**config.mk**
```make
export PLATFORM = sky130hd
export DESIGN_NAME = stream_source_mc
export DESIGN_NICKNAME = d
export VERILOG_FILES = /design/src/rtl/stream_source_mc.sv
export SDC_FILE = /design/constraint.sdc
export NUM_CORES = 1
export LEC_CHECK = 0
export BUFFER_PORTS_ARGS = -buffer_cell sky130_fd_sc_hd__buf_4
export CORE_MARGIN = 1
export CORE_UTILIZATION = 45
export CTS_CLUSTER_DIAMETER = 40
export CTS_CLUSTER_SIZE = 20
export DETAILED_ROUTE_END_ITERATION = 10
export MAX_ROUTING_LAYER = met4
export PLACE_DENSITY = 0.82
export SLEW_MARGIN = 20
export SYNTH_ARGS = -nofsm -noshare
export SYNTH_HDL_FRONTEND = slang
export SYNTH_SLANG_ARGS = --single-unit
```
**constraint.sdc**
```tcl
create_clock -name clk_i -period 1.82 [get_ports clk_i]
set_input_delay 0.364 -clock clk_i [delete_from_list [all_inputs] [get_ports clk_i]]
set_output_delay 0.364 -clock clk_i [all_outputs]
set_load 0.05 [all_outputs]
```
**src/rtl/stream_source_mc.sv**
```systemverilog
// stream_source_mc: multi-channel val/rdy test source streaming preloaded messages per channel.
// Optional LFSR-driven idle gaps before each message stress the consumer.
module stream_source_mc #(
    parameter int          p_width     = 32,
    parameter int          p_nmsgs     = 16,
    parameter int          p_nchannels = 2,
    parameter int          p_max_delay = 3,
    parameter logic [15:0] p_seed      = 16'hACE1
) (
    input  logic                                          clk_i,
    input  logic                                          reset_i,
    input  logic                                          go_i,
    input  logic                                          rand_en_i,
    input  logic [p_nchannels*$clog2(p_nmsgs+1)-1:0]      len_i,
    output logic [p_nchannels-1:0]                        val_o,
    input  logic [p_nchannels-1:0]                        rdy_i,
    output logic [p_nchannels*p_width-1:0]                msg_o,
    output logic [p_nchannels-1:0]                        done_o,
    output logic                                          all_done_o
);
    localparam int LW = $clog2(p_nmsgs + 1);
    localparam int IW = p_nmsgs > 1 ? $clog2(p_nmsgs) : 1;
    localparam int AW = p_nchannels * p_nmsgs > 1 ? $clog2(p_nchannels * p_nmsgs) : 1;
    localparam int GW = $clog2(p_max_delay + 2);
    typedef enum logic [1:0] {IDLE, DELAY, SEND, DONE} state_t;
    logic [p_width-1:0] mem [p_nchannels*p_nmsgs];
    assign all_done_o = &done_o;
    for (genvar c = 0; c < p_nchannels; c++) begin : g_ch
        localparam logic [15:0] SEED = (p_seed ^ 16'(c)) == 16'd0 ? 16'h0001 : p_seed ^ 16'(c);
        localparam logic [AW-1:0] BASE = AW'(c * p_nmsgs);
        state_t             state_q, state_d;
        logic [IW-1:0]      idx_q, idx_d;
        logic [LW-1:0]      len_q, len_d, len_in;
        logic [GW-1:0]      gap_q, gap_d, gap_new;
        logic [15:0]        lfsr_q, lfsr_d;
        logic [p_width-1:0] msg_q, msg_d;
        logic               val_q, done_q;
        assign len_in  = len_i[c*LW +: LW] > LW'(p_nmsgs) ? LW'(p_nmsgs) : len_i[c*LW +: LW];
        assign gap_new = rand_en_i ? GW'(lfsr_q % 16'(p_max_delay + 1)) : '0;
        assign lfsr_d  = {1'b0, lfsr_q[15:1]} ^ (lfsr_q[0] ? 16'hB400 : 16'h0000);
        always_comb begin
            state_d = state_q;
            idx_d   = idx_q;
            len_d   = len_q;
            gap_d   = gap_q;
            case (state_q)
                IDLE: if (go_i) begin
                    len_d   = len_in;
                    idx_d   = '0;
                    gap_d   = gap_new;
                    state_d = len_in == '0 ? DONE : gap_new == '0 ? SEND : DELAY;
                end
                DELAY: begin
                    gap_d   = gap_q - GW'(1);
                    state_d = gap_q == GW'(1) ? SEND : DELAY;
                end
                SEND: if (rdy_i[c]) begin
                    if (LW'(idx_q) == len_q - LW'(1)) state_d = DONE;
                    else begin
                        idx_d   = idx_q + IW'(1);
                        gap_d   = gap_new;
                        state_d = gap_new == '0 ? SEND : DELAY;
                    end
                end
                default: ;
            endcase
            // msg is registered from the next index so it lines up with val
            msg_d = state_d == SEND ? mem[BASE + AW'(idx_d)] : '0;
        end
        always_ff @(posedge clk_i or posedge reset_i) begin
            if (reset_i) begin
                state_q <= IDLE;
                idx_q   <= '0;
                len_q   <= '0;
                gap_q   <= '0;
                lfsr_q  <= SEED;
                msg_q   <= '0;
                val_q   <= 1'b0;
                done_q  <= 1'b0;
            end else begin
                state_q <= state_d;
                idx_q   <= idx_d;
                len_q   <= len_d;
                gap_q   <= gap_d;
                lfsr_q  <= lfsr_d;
                msg_q   <= msg_d;
                val_q   <= state_d == SEND;
                done_q  <= state_d == DONE;
            end
        end
        assign val_o[c]                  = val_q;
        assign done_o[c]                 = done_q;
        assign msg_o[c*p_width +: p_width] = msg_q;
    end
endmodule

```
==> summary.log, run 1 <==
[status] result of the run complete, but fails checks
[status] failing checks design-rule violations
[sta] slew of the pin with the lowest slew margin 0.522 ns
[drt] post-detailed-route via-to-cell ratio 4.78
[clocking] H-tree depth reported by CTS 3
[grt] grt ovf 0
[layout] final non-filler cell area 0.00371 mm^2
[floorplanning] die width 88.1 um
[sta] setup slack of the critical path after layout 0.00151 ns
[clocking] clock-pin slew on the worst setup and hold paths 0.08 ns
[synth] part of the Yosys area used for sequential elements 48.6%
[synth] FFs w/ async S/R, synth 100%
[clocking] CTS tree done
[synth] most common cell in the synthesized netlist buf_4
[critical_path] kind of end point of the critical path flop
[sta] final hold violations 0
[power_and_ir_drop] Switch Pwr 1.72 mW
[floorplanning] Total Die Area 0.00776 mm^2
[floorplanning] Placement Rows 31
[sta] Period minus WS final 1.82 ns
[synth] post-synthesis instance area 0.00333 mm^2
[sta] setup repair after global routing missed its margin true
[clocking] number of sinks handled by clock tree synthesis 64
[drt] final wirelength 5.74 mm
[sta] Achievable Freq 550 MHz
[worst_hold_path] Hold Path Class in2async
[critical_path] Req. time, crit path 2.05 ns
[place] cell total after placement 444
[power_and_ir_drop] fraction of power consumed by sequential logic 37.4%
[clocking] latest clock arrival within the worst-skew pair 0.34 ns
[floorplanning] initial cell density of the core 46.2%
[place] GP Congestion 0.841
[sta] smallest hold slack 0.00751 ns
[grt] maximum number of pins on one net before global-route repair 28
[sta] Setup violations, final 0
[job] MaxCap Viol Count 0
[synth] synth top area cells dfrtp_1 (37%), buf_4 (15%), dfstp_2 (12%), nand2_1 (3.3%), ha_1 (3.0%)
[synth] predominant post-synthesis flop cell dfrtp_1
[layout] footprint of the multi-input gates 0.00142 mm^2
[layout] storage element area 0.00162 mm^2
[critical_path] type of origin of the critical path flop
[synth] number of unique standard cell types used by synthesis 45
[drt] number of search-and-repair iterations in the first detailed-routing pass 7
[layout] final cell count without fillers 460
[grt] global-route wire length before repair 9.47 mm
[place] total cell area at the placement stage 0.00342 mm^2
[synth] synthesized netlist cell count 323
[layout] Area Overhead vs Synth 11.4%
[sta] period utilization 99.9%
[critical_path] Max Fanout on Critical Path 5
[synth] area leader, netlist dfrtp_1
[sta] final setup skew 0.00782 ns
[power_and_ir_drop] Net Sw Frac 36.9%
[place] DPL Wire Length 3.94 mm
[drt] count of routing violations after the opening detailed-route iteration 86
[drt] drc violations 2
[power_and_ir_drop] Static Leak 1.82 nW
[synth] post-synth top area share 36.8%
[drt] post-detailed-route wirelength per cell 12.5 um
[grt] antenna violations before repair 0
[layout] Inserted Diodes 0
[synth] Post-synth EDFFs 0
[drt] vias after detailed routing 2197
[synth] yosys synthesis warning count 0
[power_and_ir_drop] power share of the combinational group 33.1%
[place] Port-buffer cells 20
[synth] synthesis-stage register bit count 64
[sta] max_slew headroom 64.9%
[clocking] total clock buffers created by CTS 9
[critical_path] critical path data arrival time 2.05 ns
[clocking] Clock Tree Buf Depth 2
[layout] filler cell count in the final layout 622
[power_and_ir_drop] Internal Dissipation 2.95 mW
[synth] mean post-synth cell area 10.3 um^2
[floorplanning] height of the die 88.1 um
[clocking] post-cts hold buffer count 0
[grt] number of global-route vias before repair 2023
[floorplanning] number of ports placed on the die boundary 85
[sta] count of pins over their slew limit 0
[clocking] clock root cell clkbuf_8
[place] post-placement worst setup slack -0.0203 ns
[layout] final net count 380
[layout] fraction of final layout cells sized beyond drive strength 1 24.4%
[grt] global router's overall resource usage 16.8%
[critical_path] worst setup path category reg2reg
[power_and_ir_drop] VDD IR-drop max 0.000533 V
[synth] Post-synth top cells buf_4 (68), dfrtp_1 (49), nand2_1 (29)
[floorplanning] area of the core 0.00721 mm^2
[drt] count of antenna-violating nets left after detailed routing 0
[power_and_ir_drop] power density of the placed cells 1260 mW/mm^2
[power_and_ir_drop] clock group share of total power 29.5%
stage by stage:
step / setup TNS (ns) / power, mW / util (%)
3_3_place_gp: 0 / 3.10 / 47.5
3_5_place_dp: -0.0316 / 3.15 / 47.5
6_report: 0 / 4.67 / 51.5
4_1_cts: 0 / 4.63 / 51.0
2_1_floorplan: 0 / 2.96 / -
5_1_grt: -0.208 / 4.94 / 51.5
power groups by stage:
stage	combinational, mW	sequential, mW	clock, mW
floorplan	1.24	1.71	0
global placement	1.36	1.74	0
detailed placement	1.40	1.75	0
CTS	1.48	1.74	1.41
global route	1.68	1.77	1.49
finish	1.55	1.75	1.38
metal layers:
metal,vias to the layer above,track usage [%],wire [um]
met5,-,-,0
met4,0,8.50,155
met3,14,3.96,256
met2,96,26.5,2950
met1,1081,20.2,2370
li1,1006,-,-
kinds of logic (layout without fill, tap and decap cells):
logic type               count (synthesis)  count (layout)  share of synthesized area (%)
buffers and inverters                   90              65                           17.8
AND/OR/NAND/NOR                         78              78                           12.0
flip-flops                              64              64                           48.6
AO/OA/AOI/OAI                           56              56                           11.2
XOR/XNOR                                18              18                           4.73
adder cells (fa/ha/maj)                  8               8                           3.00
multiplexers                             8               8                           2.52
other                                    1              64                          0.113
registers in the layout, summed over array words and instances (netlist names):
| register | cells |
|---|---|
| g_ch.state_q | 4 |
| g_ch.val_q | 2 |
| g_ch.len_q | 10 |
| g_ch.lfsr_q | 32 |
| g_ch.done_q | 2 |
| g_ch.gap_q | 6 |
| g_ch.idx_q | 8 |
final cells by class:
cell class                 count  share of cell area (%)
sequential                    64                    43.6
multi-input combinational    232                    38.2
timing repair buffer          33                    7.01
clock buffer                   9                    3.34
tap                           99                    3.34
clock inverter                 7                    2.76
inverter                      16                    1.72
critical path, cell delays in order (launching register included):
cell     delay (ns)
dfrtp_1        0.41
inv_2          0.09
ha_4           0.20
xnor2_1        0.13
nor2_1         0.16
a41o_1         0.28
buf_4          0.16
a21oi_1        0.06
a31o_2         0.21
what timing repair did:
action | in CTS | in global routing
gates resized for setup | 9 | 8
setup buffers | 0 | 0
endpoints found under the setup margin | 2 | 10
pin swaps | 4 | 7
path summary, 6_finish.rpt:
path / start / end / slack, ns / depth (start not counted)
max: g_ch[0].len_q[1] / g_ch[0].idx_q[1] / 0.002 / 8
min in group clk_i: rdy_i[0] / g_ch[0].val_q / 0.23 / 2
max reg2reg: g_ch[0].len_q[1] / g_ch[0].idx_q[1] / 0.002 / 8
min reg2reg: g_ch[1].lfsr_q[2] / g_ch[1].lfsr_q[1] / 0.35 / 0
max in group asynchronous: reset_i / g_ch[1].lfsr_q[5] / 1.23 / 3
min: reset_i / g_ch[1].len_q[1] / 0.008 / 2
placed cells by master, fill, tap and decap left out, drive strengths merged, types with 5 or more instances in the layout:
cell / n
dfrtp: 49
xor2: 10
a21oi: 13
ha: 8
nand2b: 11
xnor2: 8
nor2: 11
conb: 64
o21ai: 20
clkbuf: 9
nand2: 29
mux2i: 5
nor2b: 5
buf: 33
dfstp: 15
inv: 18
Power figures use the tool's default switching activity.
==> inputs of run 2 (changes only) <==
- CORE_UTILIZATION: 45 -> 30
- MAX_ROUTING_LAYER: met4 -> default
- PLACE_DENSITY: 0.82 -> 0.62
==> run 2 against run 1 <==
Effect of this change:
- critical endpoint is now g_ch[0].gap_q[1]
- critical path depth fell by 1
- clock skew increased by 0.0035 ns
- sequential share of layout area decreased by 1.7 points
- combinational power is 6% higher
- utilization down 16 points
- worst setup slack got worse by 0.023 ns
- largest cell class unchanged
- global-route usage is 6.3 points lower
- the flow finishes with violations (negative setup slack)
- power rose by 9.6%
- fmax shrank 1.2%
- non-clock buffer count increased by 3
- largest power group unchanged
- sequential power about the same
==> summary.log, run 2 (same netlist as run 1, synthesis figures left out) <==
[power_and_ir_drop] Static Leak 1.86 nW [+2.4%]
[clocking] number of sinks handled by clock tree synthesis 64 [unchanged]
[layout] largest reg by FF count g_ch.lfsr_q
[place] GP Congestion 0.778 [-7.5%]
[layout] Area Overhead vs Synth 16.0%
[worst_hold_path] Hold Path Class in2async
[floorplanning] die width 107 um [+22%]
[grt] maximum number of pins on one net before global-route repair 65 [+130%]
[sta] period utilization 101% [+1.2 points]
[layout] footprint of the multi-input gates 0.00143 mm^2 [+0.88%]
[floorplanning] area of the core 0.0108 mm^2 [+50%]
[critical_path] crit path cell chain inv_2 -> ha_4 -> xor2_2 -> xnor2_2 -> a41o_1 -> o21ai_2 -> mux2_2
[grt] grt ovf 0 [unchanged]
[critical_path] Bufs and invs on worst path 1 [-1]
[critical_path] Max Fanout on Critical Path 5 [unchanged]
[clocking] clock-pin slew on the worst setup and hold paths 0.08 ns [about the same]
[grt] global-route wire length before repair 9.37 mm [-1.1%]
[clocking] post-cts hold buffer count 0 [unchanged]
[status] result of the run complete, but fails checks
[place] total cell area at the placement stage 0.00348 mm^2 [+1.7%]
[drt] count of antenna-violating nets left after detailed routing 0 [unchanged]
[sta] count of pins over their slew limit 0 [unchanged]
[layout] leading cell type in the layout, fill and taps excluded conb_1
[job] MaxCap Viol Count 0 [unchanged]
[layout] registers with the most flip-flops g_ch.lfsr_q: 32 flops, g_ch.len_q: 10 flops, g_ch.idx_q: 8 flops
[layout] flip-flop count of the largest register after layout 32 [unchanged]
[drt] final wirelength 5.46 mm [-4.8%]
[critical_path] worst setup path category reg2reg
[sta] Achievable Freq 543 MHz [-1.2%]
[grt] antenna violations before repair 0 [unchanged]
[layout] filler cell count in the final layout 1092 [+76%]
[sta] setup repair after global routing missed its margin true
[power_and_ir_drop] total power draw 5.12 mW [+9.6%]
[clocking] Clock Tree Buf Depth 2 [unchanged]
[sta] setup slack of the critical path after layout -0.0210 ns [-0.0225 ns]
[clocking] clock root cell clkbuf_8
[drt] post-detailed-route via-to-cell ratio 4.16 [-13%]
[critical_path] largest stage delay on the critical path 0.38 ns [-0.03 ns]
[place] DPL Wire Length 3.88 mm [-1.5%]
[clocking] latest clock arrival within the worst-skew pair 0.34 ns [about the same]
[layout] commonest non-fill, non-tap cells in the layout conb_1 (64), dfrtp_1 (49), buf_4 (34)
[floorplanning] number of ports placed on the die boundary 85 [unchanged]
[layout] storage element area 0.00162 mm^2 [unchanged]
[sta] Period minus WS final 1.84 ns [+0.0225 ns]
[sta] Setup violations, final 2 [+2]
[critical_path] critical path data arrival time 2.06 ns [about the same]
[layout] final net count 383 [+0.79%]
[place] Port-buffer cells 20 [unchanged]
[drt] number of search-and-repair iterations in the first detailed-routing pass 4 [-3]
[clocking] total clock buffers created by CTS 9 [unchanged]
[status] failing checks negative setup slack
[power_and_ir_drop] VDD IR-drop max 0.000543 V [+1.9%]
[critical_path] kind of end point of the critical path flop
[drt] drc violations 0 [-2]
[sta] Post-Route Setup TNS -0.0283 ns [-0.0283 ns]
[power_and_ir_drop] power density of the placed cells 1320 mW/mm^2 [+5.2%]
[grt] global router's overall resource usage 10.5% [-6.3 points]
[clocking] H-tree depth reported by CTS 3 [unchanged]
[critical_path] Req. time, crit path 2.04 ns [about the same]
[floorplanning] Placement Rows 38 [+23%]
[sta] final setup skew 0.0114 ns [+0.00355 ns]
[critical_path] type of origin of the critical path flop
[floorplanning] Total Die Area 0.0115 mm^2 [+49%]
[clocking] CTS tree done
[critical_path] CP delay by family, top compound AO/OA/AOI/OAI gates
[drt] post-detailed-route wirelength per cell 10.8 um [-13%]
[sta] final hold violations 0 [unchanged]
[critical_path] highest-delay cell along the critical path dfrtp_1
[layout] Inserted Diodes 0 [unchanged]
[drt] count of routing violations after the opening detailed-route iteration 40 [-53%]
[layout] fraction of final layout cells sized beyond drive strength 1 25.8% [+1.4 points]
[floorplanning] height of the die 107 um [+22%]
[grt] number of global-route vias before repair 2034 [+0.54%]
[drt] vias after detailed routing 2095 [-4.6%]
[layout] final non-filler cell area 0.00387 mm^2 [+4.1%]
[floorplanning] initial cell density of the core 30.7% [-15 points]
run 2: changes by cell type in the layout (fill, tap and decap cells not counted), moves of 2 or more:
| cell | change |
|---|---|
| bufinv_16 | +3 |
| buf_4 | +2 |
| inv_6 | -2 |
| o21ai_0 | +2 |
| o21ai_1 | -2 |
run 2: timing repair:
item                       in CTS  in global routing
buffers inserted                0                  2
resized for setup               3                 15
setup endpoints to repair       3                 10
pin swaps                       1                  6
run 2: tightest hold or removal path: cells and delay by family:
kind	cells	cell delay, ns
buf+inv	3	0.47
run 2: routing by layer:
metal	GRT usage, %	routed length [um]
met5	0	0
met4	3.52	65
met3	3.45	281
met2	17.4	2700
met1	12.8	2420
run 2: through the flow:
step | setup slack [ns] | util, % | hold slack, ns | cells
6_report | -0.0210 | 35.7 | 0.102 | 504
5_1_grt | -0.0867 | 35.7 | 0.126 | 504
4_1_cts | -0.0187 | 34.9 | 0.109 | 502
3_5_place_dp | -0.0426 | 32.1 | 0.336 | 486
3_3_place_gp | -0.00696 | 32.1 | 0.337 | 486
2_1_floorplan | 0.0223 | - | 0.331 | 386
run 2: worst paths after layout:
check	start	end	slack [ns]	cells after the start
worst min-delay path	reset_i	g_ch[0].len_q[4]	0.10	3
min in group clk_i	len_i[4]	g_ch[0].len_q[0]	0.23	2
worst max register to register	g_ch[0].len_q[1]	g_ch[0].gap_q[1]	-0.02	7
worst min register to register	g_ch[1].lfsr_q[12]	g_ch[1].lfsr_q[11]	0.35	0
max in group asynchronous	reset_i	g_ch[1].lfsr_q[7]	1.39	3
worst max-delay path	g_ch[0].len_q[1]	g_ch[0].gap_q[1]	-0.02	7
run 2: area by class of cell:
class	count	share of cell area, %
clock buffers	9	3.20
clock inverters	7	4.30
inverters	16	1.65
multi-input cells	232	37.0
flip-flops and latches	64	41.9
well taps	140	4.53
repair buffers	36	7.41
run 2: report_power, final:
group	switching (mW)	internal [mW]	total, mW
clock	0.552	1.19	1.74
combinational	0.983	0.655	1.64
sequential	0.159	1.58	1.74
total	1.69	3.43	5.12
==> inputs of run 3 (changes only) <==
- TNS_END_PERCENT: default -> 10
==> run 3 against run 2 <==
Effect of this change:
- the run still ends with negative setup slack left
- clock power about the same
- clock-buffer cell count unchanged
- clock skew unchanged
- routed wire length unchanged
- worst hold slack unchanged
- combinational power about the same
- critical path type unchanged
==> summary.log, run 3 (same netlist as run 1, synthesis figures left out) <==
[critical_path] type of origin of the critical path flop
[floorplanning] initial cell density of the core 30.7% [unchanged]
[worst_hold_path] Hold Path Class in2async
[critical_path] Req. time, crit path 2.04 ns [about the same]
[sta] smallest hold slack 0.102 ns [unchanged]
[clocking] CTS tree done
[drt] post-detailed-route via-to-cell ratio 4.16 [unchanged]
[critical_path] crit path cell chain inv_2 -> ha_4 -> xor2_2 -> xnor2_2 -> a41o_1 -> o21ai_2 -> mux2_2
[floorplanning] die width 107 um [unchanged]
[clocking] H-tree depth reported by CTS 3 [unchanged]
[layout] final cell count without fillers 504 [unchanged]
[grt] M3 GR Usage 3.45% [unchanged]
[sta] setup slack of the critical path after layout -0.0210 ns [unchanged]
[clocking] clock root cell clkbuf_8
[critical_path] Max Fanout on Critical Path 5 [unchanged]
[sta] count of pins over their slew limit 0 [unchanged]
[power_and_ir_drop] total power draw 5.12 mW [unchanged]
[grt] antenna violations before repair 0 [unchanged]
[critical_path] highest-delay cell along the critical path dfrtp_1
[grt] grt ovf 0 [unchanged]
[layout] final design utilization 35.7% [unchanged]
[sta] Achievable Freq 543 MHz [unchanged]
[status] result of the run complete, but fails checks
[layout] fraction of final layout cells sized beyond drive strength 1 25.8% [unchanged]
[place] post-placement worst setup slack -0.0426 ns [unchanged]
[drt] count of routing violations after the opening detailed-route iteration 40 [unchanged]
[floorplanning] Placement Rows 38 [unchanged]
[power_and_ir_drop] Static Leak 1.86 nW [unchanged]
[place] cell total after placement 486 [unchanged]
[layout] flip-flop count of the largest register after layout 32 [unchanged]
[clocking] clock-pin slew on the worst setup and hold paths 0.08 ns [about the same]
[layout] registers with the most flip-flops g_ch.lfsr_q: 32 flops, g_ch.len_q: 10 flops, g_ch.idx_q: 8 flops
[place] total cell area at the placement stage 0.00348 mm^2 [unchanged]
[critical_path] critical path data arrival time 2.06 ns [about the same]
[critical_path] worst r2r src g_ch[0].len_q[1]
[critical_path] R2R Setup Slk -0.02 ns [about the same]
[floorplanning] Total Die Area 0.0115 mm^2 [unchanged]
[grt] met1 demand-to-capacity share in global routing 12.8% [unchanged]
[grt] global-route wire length before repair 9.37 mm [unchanged]
[critical_path] reg-to-reg endpoint g_ch[0].gap_q[1]
[sta] Setup violations, final 2 [unchanged]
[sta] Post-Route Setup TNS -0.0283 ns [unchanged]
[drt] drc violations 0 [unchanged]
[floorplanning] number of ports placed on the die boundary 85 [unchanged]
[critical_path] number of logic stages on the critical path including buffering 7 [unchanged]
[floorplanning] height of the die 107 um [unchanged]
[layout] largest reg by FF count g_ch.lfsr_q
[critical_path] worst setup path category reg2reg
[drt] post-detailed-route wirelength per cell 10.8 um [unchanged]
[critical_path] capture point of the worst path g_ch[0].gap_q[1]
[critical_path] kind of end point of the critical path flop
[floorplanning] area of the core 0.0108 mm^2 [unchanged]
[clocking] number of sinks handled by clock tree synthesis 64 [unchanged]
[layout] final net count 383 [unchanged]
[sta] final hold violations 0 [unchanged]
[critical_path] first element of the critical path g_ch[0].len_q[1]
[sta] period utilization 101% [unchanged]
[job] MaxCap Viol Count 0 [unchanged]
[sta] setup repair after global routing missed its margin true
[place] Port-buffer cells 20 [unchanged]
[clocking] latest clock arrival within the worst-skew pair 0.34 ns [about the same]
[layout] leading cell type in the layout, fill and taps excluded conb_1
[power_and_ir_drop] VDD IR-drop max 0.000543 V [unchanged]
[critical_path] Worst Reg-to-Reg Cells 7 [unchanged]
[drt] number of search-and-repair iterations in the first detailed-routing pass 4 [unchanged]
[grt] maximum number of pins on one net before global-route repair 65 [unchanged]
[grt] number of global-route vias before repair 2034 [unchanged]
[place] GP Congestion 0.778 [unchanged]
[status] failing checks negative setup slack
[critical_path] largest stage delay on the critical path 0.38 ns [about the same]
[grt] M2 GR Usage 17.4% [unchanged]
[place] DPL Wire Length 3.88 mm [unchanged]
[sta] final setup skew 0.0114 ns [unchanged]
[layout] commonest non-fill, non-tap cells in the layout conb_1 (64), dfrtp_1 (49), buf_4 (34)
[grt] global router's overall resource usage 10.5% [unchanged]
[clocking] total clock buffers created by CTS 9 [unchanged]
[layout] final non-filler cell area 0.00387 mm^2 [unchanged]
[grt] global route hottest layer met2
[drt] final wirelength 5.46 mm [unchanged]
[drt] count of antenna-violating nets left after detailed routing 0 [unchanged]
[power_and_ir_drop] power density of the placed cells 1320 mW/mm^2 [unchanged]
[sta] Period minus WS final 1.84 ns [unchanged]
[layout] Inserted Diodes 0 [unchanged]
[critical_path] CP delay by family, top compound AO/OA/AOI/OAI gates
[drt] vias after detailed routing 2095 [unchanged]
[critical_path] Bufs and invs on worst path 1 [unchanged]
[clocking] Clock Tree Buf Depth 2 [unchanged]
[layout] Area Overhead vs Synth 16.0% [unchanged]
==> run 3: cell counts in the layout (fill, tap and decap cells not counted) <==
Identical to the previous run, type by type.
==> run 3: tightest hold or removal path, stage by stage <==
cell and delay (ns):
buf_4 0.12, clkinvlp_4 0.07, buf_12 0.28
==> run 3: final cells by class <==
class	instances	area, um^2
Fill cell	1092	6970
Sequential cell	64	1620
Multi-Input combinational cell	232	1430
Timing Repair Buffer	36	287
Tap cell	140	175
Clock inverter	7	166
Clock buffer	9	124
Inverter	16	63.8
==> run 3: layer usage <==
metal,part of all wire [%],routed length [um]
met5,0,0
met4,1.2,65
met3,5.1,281
met2,49,2700
met1,44,2420
==> run 3: report_power, final <==
part           internal [mW]  leakage, nW  switching (mW)
registers               1.58        0.792           0.159
clock network           1.19        0.140           0.552
logic                  0.655        0.928           0.983
total                   3.43         1.86            1.69
==> run 3: how the worst min path moves through the flow <==
stage	startpoint	to	slack [ns]
4_1_cts	reset_i	g_ch[0].len_q[2]	0.11
5_1_grt	reset_i	g_ch[0].lfsr_q[12]	0.13
2_1_floorplan	g_ch[0].lfsr_q[2]	g_ch[0].lfsr_q[1]	0.33
3_3_place_gp	g_ch[1].lfsr_q[4]	g_ch[1].lfsr_q[3]	0.34
6_report	reset_i	g_ch[0].len_q[4]	0.10
3_5_place_dp	g_ch[1].lfsr_q[9]	g_ch[1].lfsr_q[8]	0.34
==> run 3: repair_timing <==
item                                    4_1_cts  5_1_grt
gates resized for setup                       3       15
buffers inserted                              0        2
hold buffers                                  0        0
pin swaps                                     1        6
endpoints found under the setup margin        3       10
